[src/rtl/proc_nreg.sv]
// Multi-cycle processor core: shared bus, NREGS general registers, accumulator A and result G.
// Executes mv, mvi, add, sub, and, mvnz over time steps T0..T3 with a Run/Done handshake.
module proc_nreg #(
  parameter int DATA_W = 16,
  parameter int NREGS  = 8
) (
  input  logic              Clock,
  input  logic              Resetn,
  input  logic [DATA_W-1:0] DIN,
  input  logic              Run,
  output logic              Done,
  output logic [DATA_W-1:0] BusWires,
  output logic [DATA_W-1:0] IR,
  output logic [1:0]        Tstep
);

  localparam logic [2:0] OP_MV   = 3'b000;
  localparam logic [2:0] OP_MVI  = 3'b001;
  localparam logic [2:0] OP_ADD  = 3'b010;
  localparam logic [2:0] OP_SUB  = 3'b011;
  localparam logic [2:0] OP_AND  = 3'b100;
  localparam logic [2:0] OP_MVNZ = 3'b101;

  typedef enum logic [1:0] {T0 = 2'd0, T1 = 2'd1, T2 = 2'd2, T3 = 2'd3} step_t;
  typedef enum logic [2:0] {SEL_NONE, SEL_DIN, SEL_RX, SEL_RY, SEL_G} bus_sel_t;

  step_t             step_reg, step_next;
  bus_sel_t          bus_sel;
  logic [DATA_W-1:0] ir_reg, a_reg, g_reg;
  logic [DATA_W-1:0] alu_res;
  logic              ir_we, a_we, g_we, rx_we, done_c;

  logic [2:0] op, x_idx, y_idx;
  assign op    = ir_reg[DATA_W-1 -: 3];
  assign x_idx = ir_reg[DATA_W-4 -: 3];
  assign y_idx = ir_reg[DATA_W-7 -: 3];

  // Read view over all eight encodable indices; indices past NREGS read as zero
  // and have no storage, so writes to them simply vanish.
  logic [DATA_W-1:0] rd_view [8];
  logic [DATA_W-1:0] rx_val, ry_val;

  genvar gi;
  generate
    for (gi = 0; gi < 8; gi++) begin : g_gpr
      if (gi < NREGS) begin : g_live
        logic [DATA_W-1:0] q;
        always_ff @(posedge Clock or negedge Resetn) begin
          if (!Resetn) begin
            q <= '0;
          end else if (rx_we && (x_idx == 3'(gi))) begin
            q <= BusWires;
          end
        end
        assign rd_view[gi] = q;
      end else begin : g_absent
        assign rd_view[gi] = '0;
      end
    end
  endgenerate

  assign rx_val = rd_view[x_idx];
  assign ry_val = rd_view[y_idx];

  always_ff @(posedge Clock or negedge Resetn) begin
    if (!Resetn) begin
      step_reg <= T0;
      ir_reg   <= '0;
      a_reg    <= '0;
      g_reg    <= '0;
    end else begin
      step_reg <= step_next;
      if (ir_we) ir_reg <= BusWires;
      if (a_we)  a_reg  <= BusWires;
      if (g_we)  g_reg  <= alu_res;
    end
  end

  always_comb begin
    step_next = step_reg;
    bus_sel   = SEL_NONE;
    ir_we     = 1'b0;
    a_we      = 1'b0;
    g_we      = 1'b0;
    rx_we     = 1'b0;
    done_c    = 1'b0;
    case (step_reg)
      T0: begin
        bus_sel = SEL_DIN;
        if (Run) begin
          ir_we     = 1'b1;
          step_next = T1;
        end
      end
      T1: begin
        case (op)
          OP_MV: begin
            bus_sel   = SEL_RY;
            rx_we     = 1'b1;
            done_c    = 1'b1;
            step_next = T0;
          end
          OP_MVI: begin
            bus_sel   = SEL_DIN;
            rx_we     = 1'b1;
            done_c    = 1'b1;
            step_next = T0;
          end
          OP_ADD, OP_SUB, OP_AND: begin
            bus_sel   = SEL_RX;
            a_we      = 1'b1;
            step_next = T2;
          end
          OP_MVNZ: begin
            bus_sel   = SEL_RY;
            rx_we     = (g_reg != '0);
            done_c    = 1'b1;
            step_next = T0;
          end
          default: begin
            done_c    = 1'b1;
            step_next = T0;
          end
        endcase
      end
      T2: begin
        bus_sel   = SEL_RY;
        g_we      = 1'b1;
        step_next = T3;
      end
      T3: begin
        bus_sel   = SEL_G;
        rx_we     = 1'b1;
        done_c    = 1'b1;
        step_next = T0;
      end
      default: step_next = T0;
    endcase
  end

  always_comb begin
    BusWires = '0;
    case (bus_sel)
      SEL_DIN: BusWires = DIN;
      SEL_RX:  BusWires = rx_val;
      SEL_RY:  BusWires = ry_val;
      SEL_G:   BusWires = g_reg;
      default: BusWires = '0;
    endcase
  end

  // Only reached in T2, where the bus carries Ry.
  always_comb begin
    alu_res = '0;
    case (op)
      OP_ADD:  alu_res = a_reg + BusWires;
      OP_SUB:  alu_res = a_reg - BusWires;
      OP_AND:  alu_res = a_reg & BusWires;
      default: alu_res = '0;
    endcase
  end

  assign Done  = done_c;
  assign IR    = ir_reg;
  assign Tstep = step_reg;

endmodule

[config.mk]
export PLATFORM = sky130hd
export DESIGN_NAME = proc_nreg
export DESIGN_NICKNAME = d
export VERILOG_FILES = /design/src/rtl/proc_nreg.sv
export SDC_FILE = /design/constraint.sdc
export NUM_CORES = 1
export LEC_CHECK = 0
export BUFFER_PORTS_ARGS = -buffer_cell sky130_fd_sc_hd__clkbuf_2
export CELL_PAD_IN_SITES_DETAIL_PLACEMENT = 0
export CELL_PAD_IN_SITES_GLOBAL_PLACEMENT = 1
export CORE_MARGIN = 2
export CORE_UTILIZATION = 50
export CTS_BUF_LIST = sky130_fd_sc_hd__clkbuf_2 sky130_fd_sc_hd__clkbuf_4 sky130_fd_sc_hd__clkbuf_8
export DETAILED_ROUTE_END_ITERATION = 7
export GPL_TIMING_DRIVEN = 0
export PLACE_DENSITY = 0.84
export SLEW_MARGIN = 20
export SYNTH_ARGS = -nofsm -noshare
export SYNTH_HDL_FRONTEND = slang
export SYNTH_SLANG_ARGS = --single-unit
[constraint.sdc]
create_clock -name Clock -period 5.35 [get_ports Clock]
set_input_delay 1.605 -clock Clock [delete_from_list [all_inputs] [get_ports Clock]]
set_output_delay 1.605 -clock Clock [all_outputs]
set_load 0.005 [all_outputs]
After elaboration in Yosys (flattened, before gate mapping)
Index checks and enable logic that the tools add are counted. Widths: inputs -> output; s select.

Register bits after elaboration: 178. Bits in latches: 0. Bits in writable memories: 0. ROM bits: 0. Bits of input ports: 19. Output and inout bits: 35. Word-level logic and storage cells: 76. Memories kept: 0.

Add/sub/neg operators: 2. Multiply operators: 0. Divide/modulo/power cells: 0. $lt $le $gt $ge: 2. Eq/ne operators: 20. Shifts and indexed selects: 0. Multiplexer cells: 22. Bitwise gates (word level): 3. Reductions and logical operators: 15.

Operators with widths (number): $bmux 16 s3 (2); $mux 16 (4); $pmux 16 s4 (1); $pmux 16 s3 (1); $eq 3x3->1 const B (7); $eq 3x2->1 const B (6); $add 16x16->16 (1); $and 16x16->16 (1); $reduce_bool 16->1 (1); $sub 16x16->16 (1); $pmux 3 s4 (1); $eq 3x1->1 const B (3); $ge 4x4->1 const B (2); $logic_and 1x1->1 (8); $not 3->4 (2); $pmux 2 s4 (1); $logic_not 3->1 (2); $mux 1 (6); $pmux 1 s2 (3); $pmux 2 s3 (1); $eq 2x2->1 const B (2); $mux 2 (2); $reduce_or 2->1 (2); $reduce_or 3->1 (1); 3 further kinds (3).

Depth between registers and ports, before layout
Gate-level depths: netlist of run 1.

Word-level depth: 8. Mapped depth: 23. Mapped depth without buffers: 19.

Least setup slack after synthesis of run 1
Ideal clock, no wire load.

Path type: in2reg. From: in DIN[1]. To: reg g_reg[14]. Setup time: 0.125 ns. Data arrival time: 4.640 ns. Required time: 5.225 ns. Slack: 0.584 ns. Cell stages on the path: 15. Path buffers: 1. Path through: a221oi_2 -> clkbuf_1 -> ha_1 -> nor2_1 -> xor2_1 -> ha_1 -> a21o_1 -> a21oi_1 -> o21bai_1 -> a21oi_1 -> o21ai_0 -> a2111o_1 -> a41oi_1 -> or4_1 -> nand3_1.

Longest elaborated chain between the ends: 3. Elaborated cells between the ends (all ways): 4. Those cells by class: add/sub: 2; mux: 2.

Ends and longest elaborated chain: start, declared (RTL line 9) `input logic [DATA_W-1:0] DIN,`; $pmux 16 s4 * (RTL line 143) `case (bus_sel)`; $sub 16x16->16 or $add 16x16->16 (tied branches) (RTL line 157, 156); $pmux 16 s3 * (RTL line 155) `case (op)`; end signal, assigned (RTL line 75) `if (g_we) g_reg <= alu_res;`; end, declared (RTL line 29) `logic [DATA_W-1:0] ir_reg, a_reg, g_reg;`.

Every way passes the cells marked *; elsewhere a longest branch is shown, timed or not. A chain may end at the register's enable or synchronous reset.

Final worst setup path of run 1
From: reg ir_reg[7], in the netlist IR[7]. To: reg g_reg[14].

Longest elaborated chain between the ends: 7. Elaborated cells between the ends (all ways): 9. Those cells by class: add/sub: 2; mux: 5; bitwise: 2.

Ends and longest elaborated chain: start, declared (RTL line 29); start signal, assigned (RTL line 73) `if (ir_we) ir_reg <= BusWires;`; $not 3->4 (not written as such) * (RTL line 63) `assign ry_val = rd_view[y_idx];`; $bmux 16 s3 * (RTL line 63); $mux 16 (not written as such) * (2 in series) (RTL line 63); $pmux 16 s4 * (RTL line 143); $sub 16x16->16 (tied with other cells) (RTL line 157) `OP_SUB: alu_res = a_reg - BusWires;`; $pmux 16 s3 * (RTL line 155).

Every way passes the cells marked *; elsewhere a longest branch is shown, timed or not. The select of a mux whose other input is x is not followed.

==> results by group, run 1 <==
Synth
  • Post-synth EDFFs: 0
  • Async set-reset flop share out of synthesis: 1.00
  • Synthesized instance count: 1000
  • Primary FF master, synth: dfrtp_1
  • Mapped Avg Cell Area: 10.0 um2
  • Synthesized flop and latch total: between 150 and 200
  • Synth cell types: 63
  • Netlist Area Pre-Place: 0.0100 mm2
  • Syn_nets: between 1000 and 1500
  • Post-synthesis sequential area ratio: 0.445
  • Ys Warns: 0

Placed design
  • IO Port Bufs: 53
  • Detailed Place HPWL: 23100 um
  • RD Place Congestion: 0.908

Timing
  • Final Critical Period: 5120 ps
  • Final hold violation count: 0
  • Peak Freq: 195 MHz
  • Final setup violating endpoints: 0
  • Final Cycle Share: 0.958
  • Slew HR: 0.355
  • Hold slack: 508 ps
  • Setup TNS: 0 ps
  • Final setup skew: 16.2 ps
  • RSZ-0062 raised after global routing: no
  • Max Slew Vio Count: 0
  • Worst slew pin tran: 960 ps

Clocking
  • CTS max path bufs: 2
  • Total CTS buffers: 17
  • CTS root buf: clkbuf_8
  • CTS tree: built
  • CTS H-tree lvls: 4
  • TritonCTS Sinks: 178
  • Clock latency on the worst-skew pair: ~480 ps
  • Worst-path clk slew: 100 ps

Setup path
  • CP Capture Type: flop
  • Critical path's slowest cell: mux4_2
  • Worst Path Max Fanout: 10
  • Crit path from: IR[7]
  • R2r startpoint: IR[7]
  • Crit path largest cell delay: 560 ps
  • Chain of cells forming the critical path: buf_4 -> buf_6 -> mux4_2 -> mux2i_1 -> o22ai_1 -> a221oi_2 -> buf_4 -> ha_1 -> nor2_1 -> xor2_1 -> ha_1 -> a21o_1 -> a21oi_1 -> o21bai_1 -> a21oi_1 -> o21ai_1 -> a2111o_1 -> a41oi_1 -> or4_1 -> nand3_1
  • CP top delay family: compound AO/OA/AOI/OAI gates
  • Critical path arrival: approximately 5500 ps
  • Required @ worst endpoint: 5710 ps
  • Setup crit start kind: flop
  • CP bufs+invs: 3
  • CP Class: flop to flop

Run status
  • Outcome: completed

Finish
  • Filler cell count: 1810
  • Max FFs per register: 128
  • Share of cells above drive strength 1: 0.186
  • Most frequent cells in the layout: dfrtp_1, nand2_1, o21ai_0
  • Area Overhead vs Synth: 11.6%
  • Reg with most FFs: g_gpr.g_live.q
  • Layout Nets: 1113
  • Inserted Diodes: 0

Route
  • Drt drc: 0
  • Detailed router's first-iteration violation count: 649
  • Routed Wire Length: between 30000 and 40000 um
  • Avg WL per Cell: 22.7 um
  • Routed vias/inst: 6.07
  • Met3 WL: 2250 um
  • Pre-Repair DR Iteration Count: 5
  • Vias: 8211
  • Top sig layer: met4
  • Met2 WL: 14700 um
  • Antenna viol nets, final: 0
  • Met1 Wirelength: ~13000 um

Die
  • I/O pins: 54
  • Die H: 145 um
  • Core Area: 0.0195 mm2
  • Cell row count: 51
  • Area of the die: ~0.021 mm2
  • Initial core utilization: 0.512
  • Die W: 145 um

Global routing
  • Vias in the first global route: 8348
  • Largest net degree at the start of global routing: 86
  • Tot GR Track Use: 0.302
  • Initial antenna violation count: 0
  • Congestion Overflow GR: 0
  • First-pass GRT wire length: 48900 um

Min path
  • Worst Hold Class: flop to flop
  • Worst hold start: g_gpr[1].g_live.q[10]

Flow run
  • MaxCap Viol Count: 0
[worst min-delay path: cells and delay by family, from the launching register on]
family           cells  cell delay (ps)
flip-flops           1              360
AO/OA/AOI/OAI        1               60
AND/OR/NAND/NOR      1               50
[area by class of cell]
class	instances	area, um2	area share
Buffer	91	433	0.0388
Clock buffer	22	284	0.0254
Clock inverter	9	121	0.0109
Inverter	23	86.3	0.00773
Multi-Input combinational cell	708	5110	0.458
Sequential cell	178	4460	0.399
Tap cell	265	332	0.0297
Timing Repair Buffer	57	344	0.0308
[final timing paths]
check                                   endpoint  slack, ps  depth (start not counted)
setup / recovery                       g_reg[14]        230                         20
hold / removal             g_gpr[1].g_live.q[10]        510                          2
setup reg to reg                       g_reg[14]        230                         20
hold reg to reg            g_gpr[1].g_live.q[10]        510                          2
max in group asynchronous   g_gpr[4].g_live.q[1]       3260                          3
min in group asynchronous               g_reg[8]        970                          1
[cells by family (layout without fill, tap and decap cells)]
logic type / after synthesis / count (layout) / share of synthesized area
AOI/OAI and AO/OA: 285 / 285 / 0.174
buffers and inverters: 114 / 202 / 0.0489
xor gates and xnor gates: 26 / 26 / 0.0228
DFF: 178 / 178 / 0.445
muxes: 87 / 87 / 0.155
and+or+nand+nor: 292 / 292 / 0.131
adders and majority gates: 18 / 18 / 0.0233
[Yosys cell counts (all sizes together), types with 3 or more instances]
master	number	share of area
nor4	4	0.0025
nor3	15	0.0090
a31oi	7	0.0044
a21o	18	0.014
clkbuf	61	0.023
a211oi	4	0.0040
dfrtp	178	0.45
and2	3	0.0019
a32oi	11	0.0096
nand4	5	0.0031
mux2i	28	0.028
o21bai	3	0.0026
a22o	18	0.016
nand3	6	0.0030
a2111oi	8	0.0071
xor2	5	0.0044
and3	4	0.0025
o31a	3	0.0026
or3	6	0.0038
nor2b	9	0.0056
mux4	54	0.12
buf	30	0.017
inv	23	0.0086
nand2b	4	0.0025
nor2	44	0.017
o21ai	152	0.076
or3b	5	0.0044
ha	17	0.021
a21oi	42	0.021
o21a	3	0.0023
mux2	5	0.0056
xnor2	21	0.018
nand2	177	0.066
o31ai	5	0.0038
[through the flow]
step	util	setup slack [ps]	cell area, um2	cells
floorplan	-	584	10000	1000
global placement	0.543	-741	10600	1318
detailed placement	0.546	-321	10700	1320
CTS	0.569	24.4	11100	1353
global route	0.572	2.27	11200	1353
finish	0.572	226	11200	1353
[per-layer routing]
| layer | up-vias | track usage |
|---|---|---|
| met4 | 0 | 0.0966 |
| met1 | 4067 | 0.419 |
| met3 | 59 | 0.0555 |
| li1 | 3748 | - |
| met5 | - | 0 |
| met2 | 337 | 0.488 |
[timing repair]
item	4_1_cts	5_1_grt
hold endpoints to repair	0	0
pin swaps	0	1
endpoints found under the setup margin	3	6
buffers inserted	2	0
gates resized for setup	7	28
hold buffers	0	0
Power of run 1 is left out: the tool's default activity adds up to more than one toggle a clock period on the data nets, which glitch-free logic cannot reach.
==> run 2: changes to the inputs <==
CORE_UTILIZATION = 45   (was 50)
PLACE_DENSITY = 0.77   (was 0.84)
==> run 2 against run 1 <==
Count of clock-buffer cells in the layout shrank 4. Core utilization is 5.9 points lower. Routed wire length is 2.2% higher. Hold slack got worse by 6.6 ps. Sequential share of layout area decreased by 0.13 points. Register-to-register slack worse by 40 ps. Sequential cell count unchanged.
==> results by group, run 2 (synthesis gave the netlist of run 1 again) <==
Timing
  • Peak Freq: 193 MHz (-0.86%)
  • Final setup violating endpoints: 0 (unchanged)
  • RSZ-0062 raised after global routing: yes
  • Final Critical Period: 5170 ps (+44.4 ps)
  • Max Slew Vio Count: 0 (unchanged)
  • Hold slack: 502 ps (-6.59 ps)
  • Final Cycle Share: 0.966 (+0.00831)
  • Setup ws final: 182 ps (-44.4 ps)
  • Worst slew pin tran: 917 ps (-42.2 ps)
  • Final hold violation count: 0 (unchanged)
  • Final setup skew: 17.4 ps (+1.26 ps)
  • Slew HR: 0.388 (+0.0336)

Die
  • Cell row count: 54 (+5.9%)
  • Initial core utilization: 0.459 (-0.0539)
  • I/O pins: 54 (unchanged)
  • Die H: 153 um (+5.3%)
  • Area of the die: 0.0234 mm2 (+11%)
  • Core Area: 0.0218 mm2 (+12%)
  • Die W: 153 um (+5.3%)

Flow run
  • MaxCap Viol Count: 0 (unchanged)

Placed design
  • RD Place Congestion: 0.903 (-0.51%)
  • Detailed Place HPWL: 23600 um (+2.1%)
  • Pre-CTS worst setup slack: -499 ps (-177 ps)
  • Placed cell count: 1335 (+1.1%)
  • IO Port Bufs: 53 (unchanged)
  • Placed Instance Area: 0.0107 mm2 (+0.18%)

Setup path
  • Setup crit start kind: flop
  • CP Capture Type: output port
  • CP Class: flop to output port
  • Crit path largest cell delay: 550 ps (about the same)
  • Chain of cells forming the critical path: buf_4 -> buf_6 -> buf_2 -> mux4_2 -> nand2_1 -> a21oi_1 -> nor3_2 -> clkbuf_1 -> inv_1 -> clkbuf_2
  • Reg2Reg Setup Slack: 190 ps (-40 ps)
  • Critical path's slowest cell: mux4_2
  • Reg2reg path depth: 18 (-10%)
  • Critical path arrival: 3560 ps (-1930 ps)
  • R2r startpoint: IR[8]
  • R2r endpoint: g_reg[14]
  • Required @ worst endpoint: 3740 ps (-1970 ps)
  • Worst Path Max Fanout: 10 (unchanged)

Route
  • Pre-Repair DR Iteration Count: 5 (unchanged)
  • Avg WL per Cell: 22.9 um (+0.82%)
  • Detailed router's first-iteration violation count: 536 (-17%)
  • Antenna viol nets, final: 0 (unchanged)
  • Routed Wire Length: 31400 um (+2.2%)
  • Routed vias/inst: 5.97 (-1.6%)
  • Drt drc: 0 (unchanged)
  • Vias: 8185 (-0.32%)

Finish
  • Layout Nets: 1115 (+0.18%)
  • Area Overhead vs Synth: 11.9%
  • Most frequent cells in the layout: dfrtp_1, nand2_1, o21ai_0
  • Final std cells w/o fill: 1371 (+1.3%)
  • Max FFs per register: 128 (unchanged)
  • Most common cell after layout, fill and taps aside: dfrtp_1
  • Share of cells above drive strength 1: 0.187 (+0.00132)
  • Reg with most FFs: g_gpr.g_live.q
  • Inserted Diodes: 0 (unchanged)
  • Design area: 0.0112 mm2 (+0.30%)

Clocking
  • Worst-path clk slew: 90 ps (about the same)
  • CTS root buf: clkbuf_8
  • TritonCTS Sinks: 178 (unchanged)
  • # hold bufs at CTS: 0 (unchanged)
  • CTS max path bufs: 2 (unchanged)
  • Total CTS buffers: 17 (unchanged)
  • CTS tree: built
  • CTS H-tree lvls: 4 (unchanged)
  • Clock latency on the worst-skew pair: 480 ps (about the same)

Global routing
  • Initial antenna violation count: 0 (unchanged)
  • Vias in the first global route: 8046 (-3.6%)
  • First-pass GRT wire length: 49000 um (+0.30%)
  • Tot GR Track Use: 0.277 (-0.0253)
  • Largest net degree at the start of global routing: 63 (-27%)
  • Congestion Overflow GR: 0 (unchanged)

Min path
  • WHS Endpoint: g_gpr[6].g_live.q[12]
  • Worst hold start: g_gpr[6].g_live.q[12]
  • Worst Hold Class: flop to flop
  • Hold Path Cell Cnt: 2 (unchanged)

Run status
  • Outcome: completed
-- run 2: cell types whose count changed in the layout (fill, tap and decap cells not counted), sizes merged --
cell and delta:
buf +3, clkbuf -5, clkinv +2, inv +3
-- run 2: timing repair --
| item | in CTS | in global routing |
|---|---|---|
| endpoints found under the hold margin | 0 | 0 |
| resized for setup | 9 | 21 |
| pin swaps | 0 | 1 |
| endpoints found under the setup margin | 4 | 6 |
| setup buffers | 2 | 2 |
-- run 2: how the worst max path moves through the flow --
| stage | startpoint | to | slack (ps) | depth (start not counted) |
|---|---|---|---|---|
| finish | IR[10] | BusWires[15] | 180 | 10 |
| global route | IR[7] | g_reg[15] | -40 | 20 |
| CTS | IR[12] | g_reg[15] | 30 | 19 |
| detailed placement | IR[8] | g_reg[15] | -500 | 19 |
| global placement | Resetn | Tstep[0] | -780 | 1 |
| floorplan | DIN[1] | g_reg[14] | 580 | 15 |
-- run 2: metal layers --
metal / vias to the layer above / track usage / wire (um)
met2: 282 / 0.443 / 14800
met3: 56 / 0.0445 / 1790
met5: - / 0 / 0
li1: 3747 / - / -
met4: 0 / 0.0851 / 930
met1: 4100 / 0.391 / 14000
-- run 2: cell type report --
class / instances / area, um2
Sequential cell: 178 / 4450
Clock inverter: 14 / 166
Timing Repair Buffer: 59 / 359
Multi-Input combinational cell: 708 / 5110
Inverter: 23 / 86.3
Buffer: 91 / 430
Clock buffer: 18 / 241
Tap cell: 280 / 350
Fill cell: 2058 / 10600
-- run 2: worst max-delay path, delay by kind of cell, from the launching register on --
family | cells | cell delay (ps)
muxes | 1 | 550
DFF | 1 | 480
buffers and inverters | 6 | 1600
and+or+nand+nor | 2 | 340
AOI/OAI and AO/OA | 1 | 120
-- run 2: metrics by stage --
stage	utilization	TNS, ps
4_1_cts	0.510	0
6_report	0.513	0
5_1_grt	0.513	-38.0
2_1_floorplan	-	0
3_5_place_dp	0.490	-1370
3_3_place_gp	0.487	-137830
Power of run 2 is left out for the same reason.
==> run 3: changes to the inputs <==
MAX_ROUTING_LAYER = met4   (was not set)
clock period = 5.2 ns   (was 5.35 ns; I/O delays follow)
==> run 3 against run 2 <==
Register-to-register slack improved by 60 ps. Sequential cell count is the same. First-iteration DRC count is 8.8% lower. Routed wire length grew 0.27%. Critical path type unchanged. Critical endpoint is now BusWires[14].
==> results by group, run 3 (synthesis gave the netlist of run 1 again) <==
Run status
  • Outcome: completed

Global routing
  • Vias in the first global route: 8029 (-0.21%)
  • Tot GR Track Use: 0.286 (+0.00858)
  • First-pass GRT wire length: 49100 um (+0.11%)
  • Congestion Overflow GR: 0 (unchanged)
  • Initial antenna violation count: 0 (unchanged)
  • Largest net degree at the start of global routing: 63 (unchanged)

Route
  • Antenna viol nets, final: 0 (unchanged)
  • Drt drc: 0 (unchanged)
  • Detailed router's first-iteration violation count: 489 (-8.8%)
  • Routed Wire Length: 31500 um (+0.27%)
  • Avg WL per Cell: 23.0 um (+0.20%)
  • Routed vias/inst: 5.98 (+0.22%)
  • Pre-Repair DR Iteration Count: 5 (unchanged)
  • Vias: 8209 (+0.29%)

Placed design
  • IO Port Bufs: 53 (unchanged)
  • Placed cell count: 1335 (unchanged)
  • Placed Instance Area: 0.0107 mm2 (unchanged)
  • Detailed Place HPWL: 23600 um (unchanged)
  • RD Place Congestion: 0.919 (+1.7%)

Timing
  • RSZ-0062 raised after global routing: no
  • Hold slack: 503 ps (+1.11 ps)
  • Final Cycle Share: 0.968
  • Final setup skew: 19.0 ps (+1.51 ps)
  • Max Slew Vio Count: 0 (unchanged)
  • Final setup violating endpoints: 0 (unchanged)
  • Final Critical Period: 5030 ps
  • Final hold violation count: 0 (unchanged)
  • Peak Freq: 199 MHz
  • Slew HR: 0.392 (+0.00329)
  • Worst slew pin tran: 912 ps (-4.94 ps)

Clocking
  • CTS H-tree lvls: 4 (unchanged)
  • Clock latency on the worst-skew pair: 490 ps (about the same)
  • CTS max path bufs: 2 (unchanged)
  • CTS root buf: clkbuf_8
  • TritonCTS Sinks: 178 (unchanged)
  • Total CTS buffers: 17 (unchanged)
  • Worst-path clk slew: 100 ps (about the same)
  • CTS tree: built
  • # hold bufs at CTS: 0 (unchanged)

Finish
  • Final std cells w/o fill: 1372 (+0.073%)
  • Layout Nets: 1116 (+0.090%)
  • Area Overhead vs Synth: 12.8%
  • Most common cell after layout, fill and taps aside: dfrtp_1
  • Share of cells above drive strength 1: 0.197 (+0.00990)
  • Most frequent cells in the layout: dfrtp_1, nand2_1, o21ai_0
  • Inserted Diodes: 0 (unchanged)
  • Reg with most FFs: g_gpr.g_live.q
  • Max FFs per register: 128 (unchanged)
  • Design area: 0.0113 mm2 (+0.80%)

Die
  • Initial core utilization: 0.459 (unchanged)
  • I/O pins: 54 (unchanged)
  • Area of the die: 0.0234 mm2 (unchanged)
  • Cell row count: 54 (unchanged)
  • Die W: 153 um (unchanged)
  • Die H: 153 um (unchanged)
  • Core Area: 0.0218 mm2 (unchanged)

Flow run
  • MaxCap Viol Count: 0 (unchanged)

Setup path
  • Worst Path Max Fanout: 10 (unchanged)
  • Critical path arrival: 3470 ps (-90 ps)
  • Setup crit start kind: flop
  • Cell repeated most along the worst path: buf_2
  • CP Class: flop to output port
  • Crit path largest cell delay: 560 ps (about the same)
  • Chain of cells forming the critical path: buf_2 -> nor2b_1 -> o21bai_2 -> buf_2 -> a21oi_1 -> a311oi_1 -> clkbuf_1 -> inv_1 -> clkbuf_2
  • CP Capture Type: output port
  • Required @ worst endpoint: 3640 ps (-100 ps)
  • Critical path's slowest cell: a311oi_1

Min path
  • Worst Hold Class: flop to flop
==> run 3: cell types whose count changed in the layout (fill, tap and decap cells not counted), moves of 2 or more <==
cell and change:
nor3_1 -4, clkbuf_2 +3, clkbuf_1 -2, buf_2 -4, nor3_2 +3, a2111oi_0 -2
==> run 3: path summary, 6_finish.rpt <==
kind / start / endpoint / slack, ps / depth (start not counted)
max: IR[14] / BusWires[14] / 170 / 9
min in group asynchronous: Resetn / g_gpr[6].g_live.q[6] / 1040 / 1
max reg2reg: IR[10] / g_reg[12] / 250 / 19
min reg2reg: g_gpr[3].g_live.q[7] / g_gpr[3].g_live.q[7] / 500 / 2
min: g_gpr[3].g_live.q[7] / g_gpr[3].g_live.q[7] / 500 / 2
max in group asynchronous: Resetn / a_reg[0] / 3470 / 2
==> run 3: final cells by class <==
| cell class | instances | area, um2 |
|---|---|---|
| sequential | 178 | 4450 |
| multi-input combinational | 708 | 5160 |
| timing repair buffer | 60 | 367 |
| fill | 2048 | 10500 |
| buffer | 91 | 462 |
| clock inverter | 14 | 166 |
| clock buffer | 18 | 241 |
| inverter | 23 | 86.3 |
| tap | 280 | 350 |
==> run 3: layer usage <==
metal	part of all wire	GRT usage	vias to the layer above
li1	-	-	3759
met1	0.44	0.394	4096
met2	0.47	0.439	290
met3	0.064	0.0448	64
met4	0.029	0.0864	0
met5	0	-	-
==> run 3: critical path, delay by kind of cell (launching register included) <==
kind	cells	cell delay [ps]
AOI/OAI and AO/OA	3	1120
buffers and inverters	5	1310
and+or+nand+nor	1	160
DFF	1	390
==> run 3: repair_timing <==
action	in CTS	in global routing
setup endpoints to repair	6	7
pin swaps	1	4
setup buffers	2	3
resized for setup	20	30
==> run 3: stage by stage <==
| stage | setup TNS (ps) | util | setup WS, ps |
|---|---|---|---|
| finish | 0 | 0.517 | 165 |
| global route | 0 | 0.517 | 1.32 |
| CTS | 0 | 0.512 | 21.4 |
| detailed placement | -2040 | 0.490 | -649 |
| global placement | -157190 | 0.487 | -885 |
| floorplan | 0 | - | 479 |
Power of run 3 is left out for the same reason.
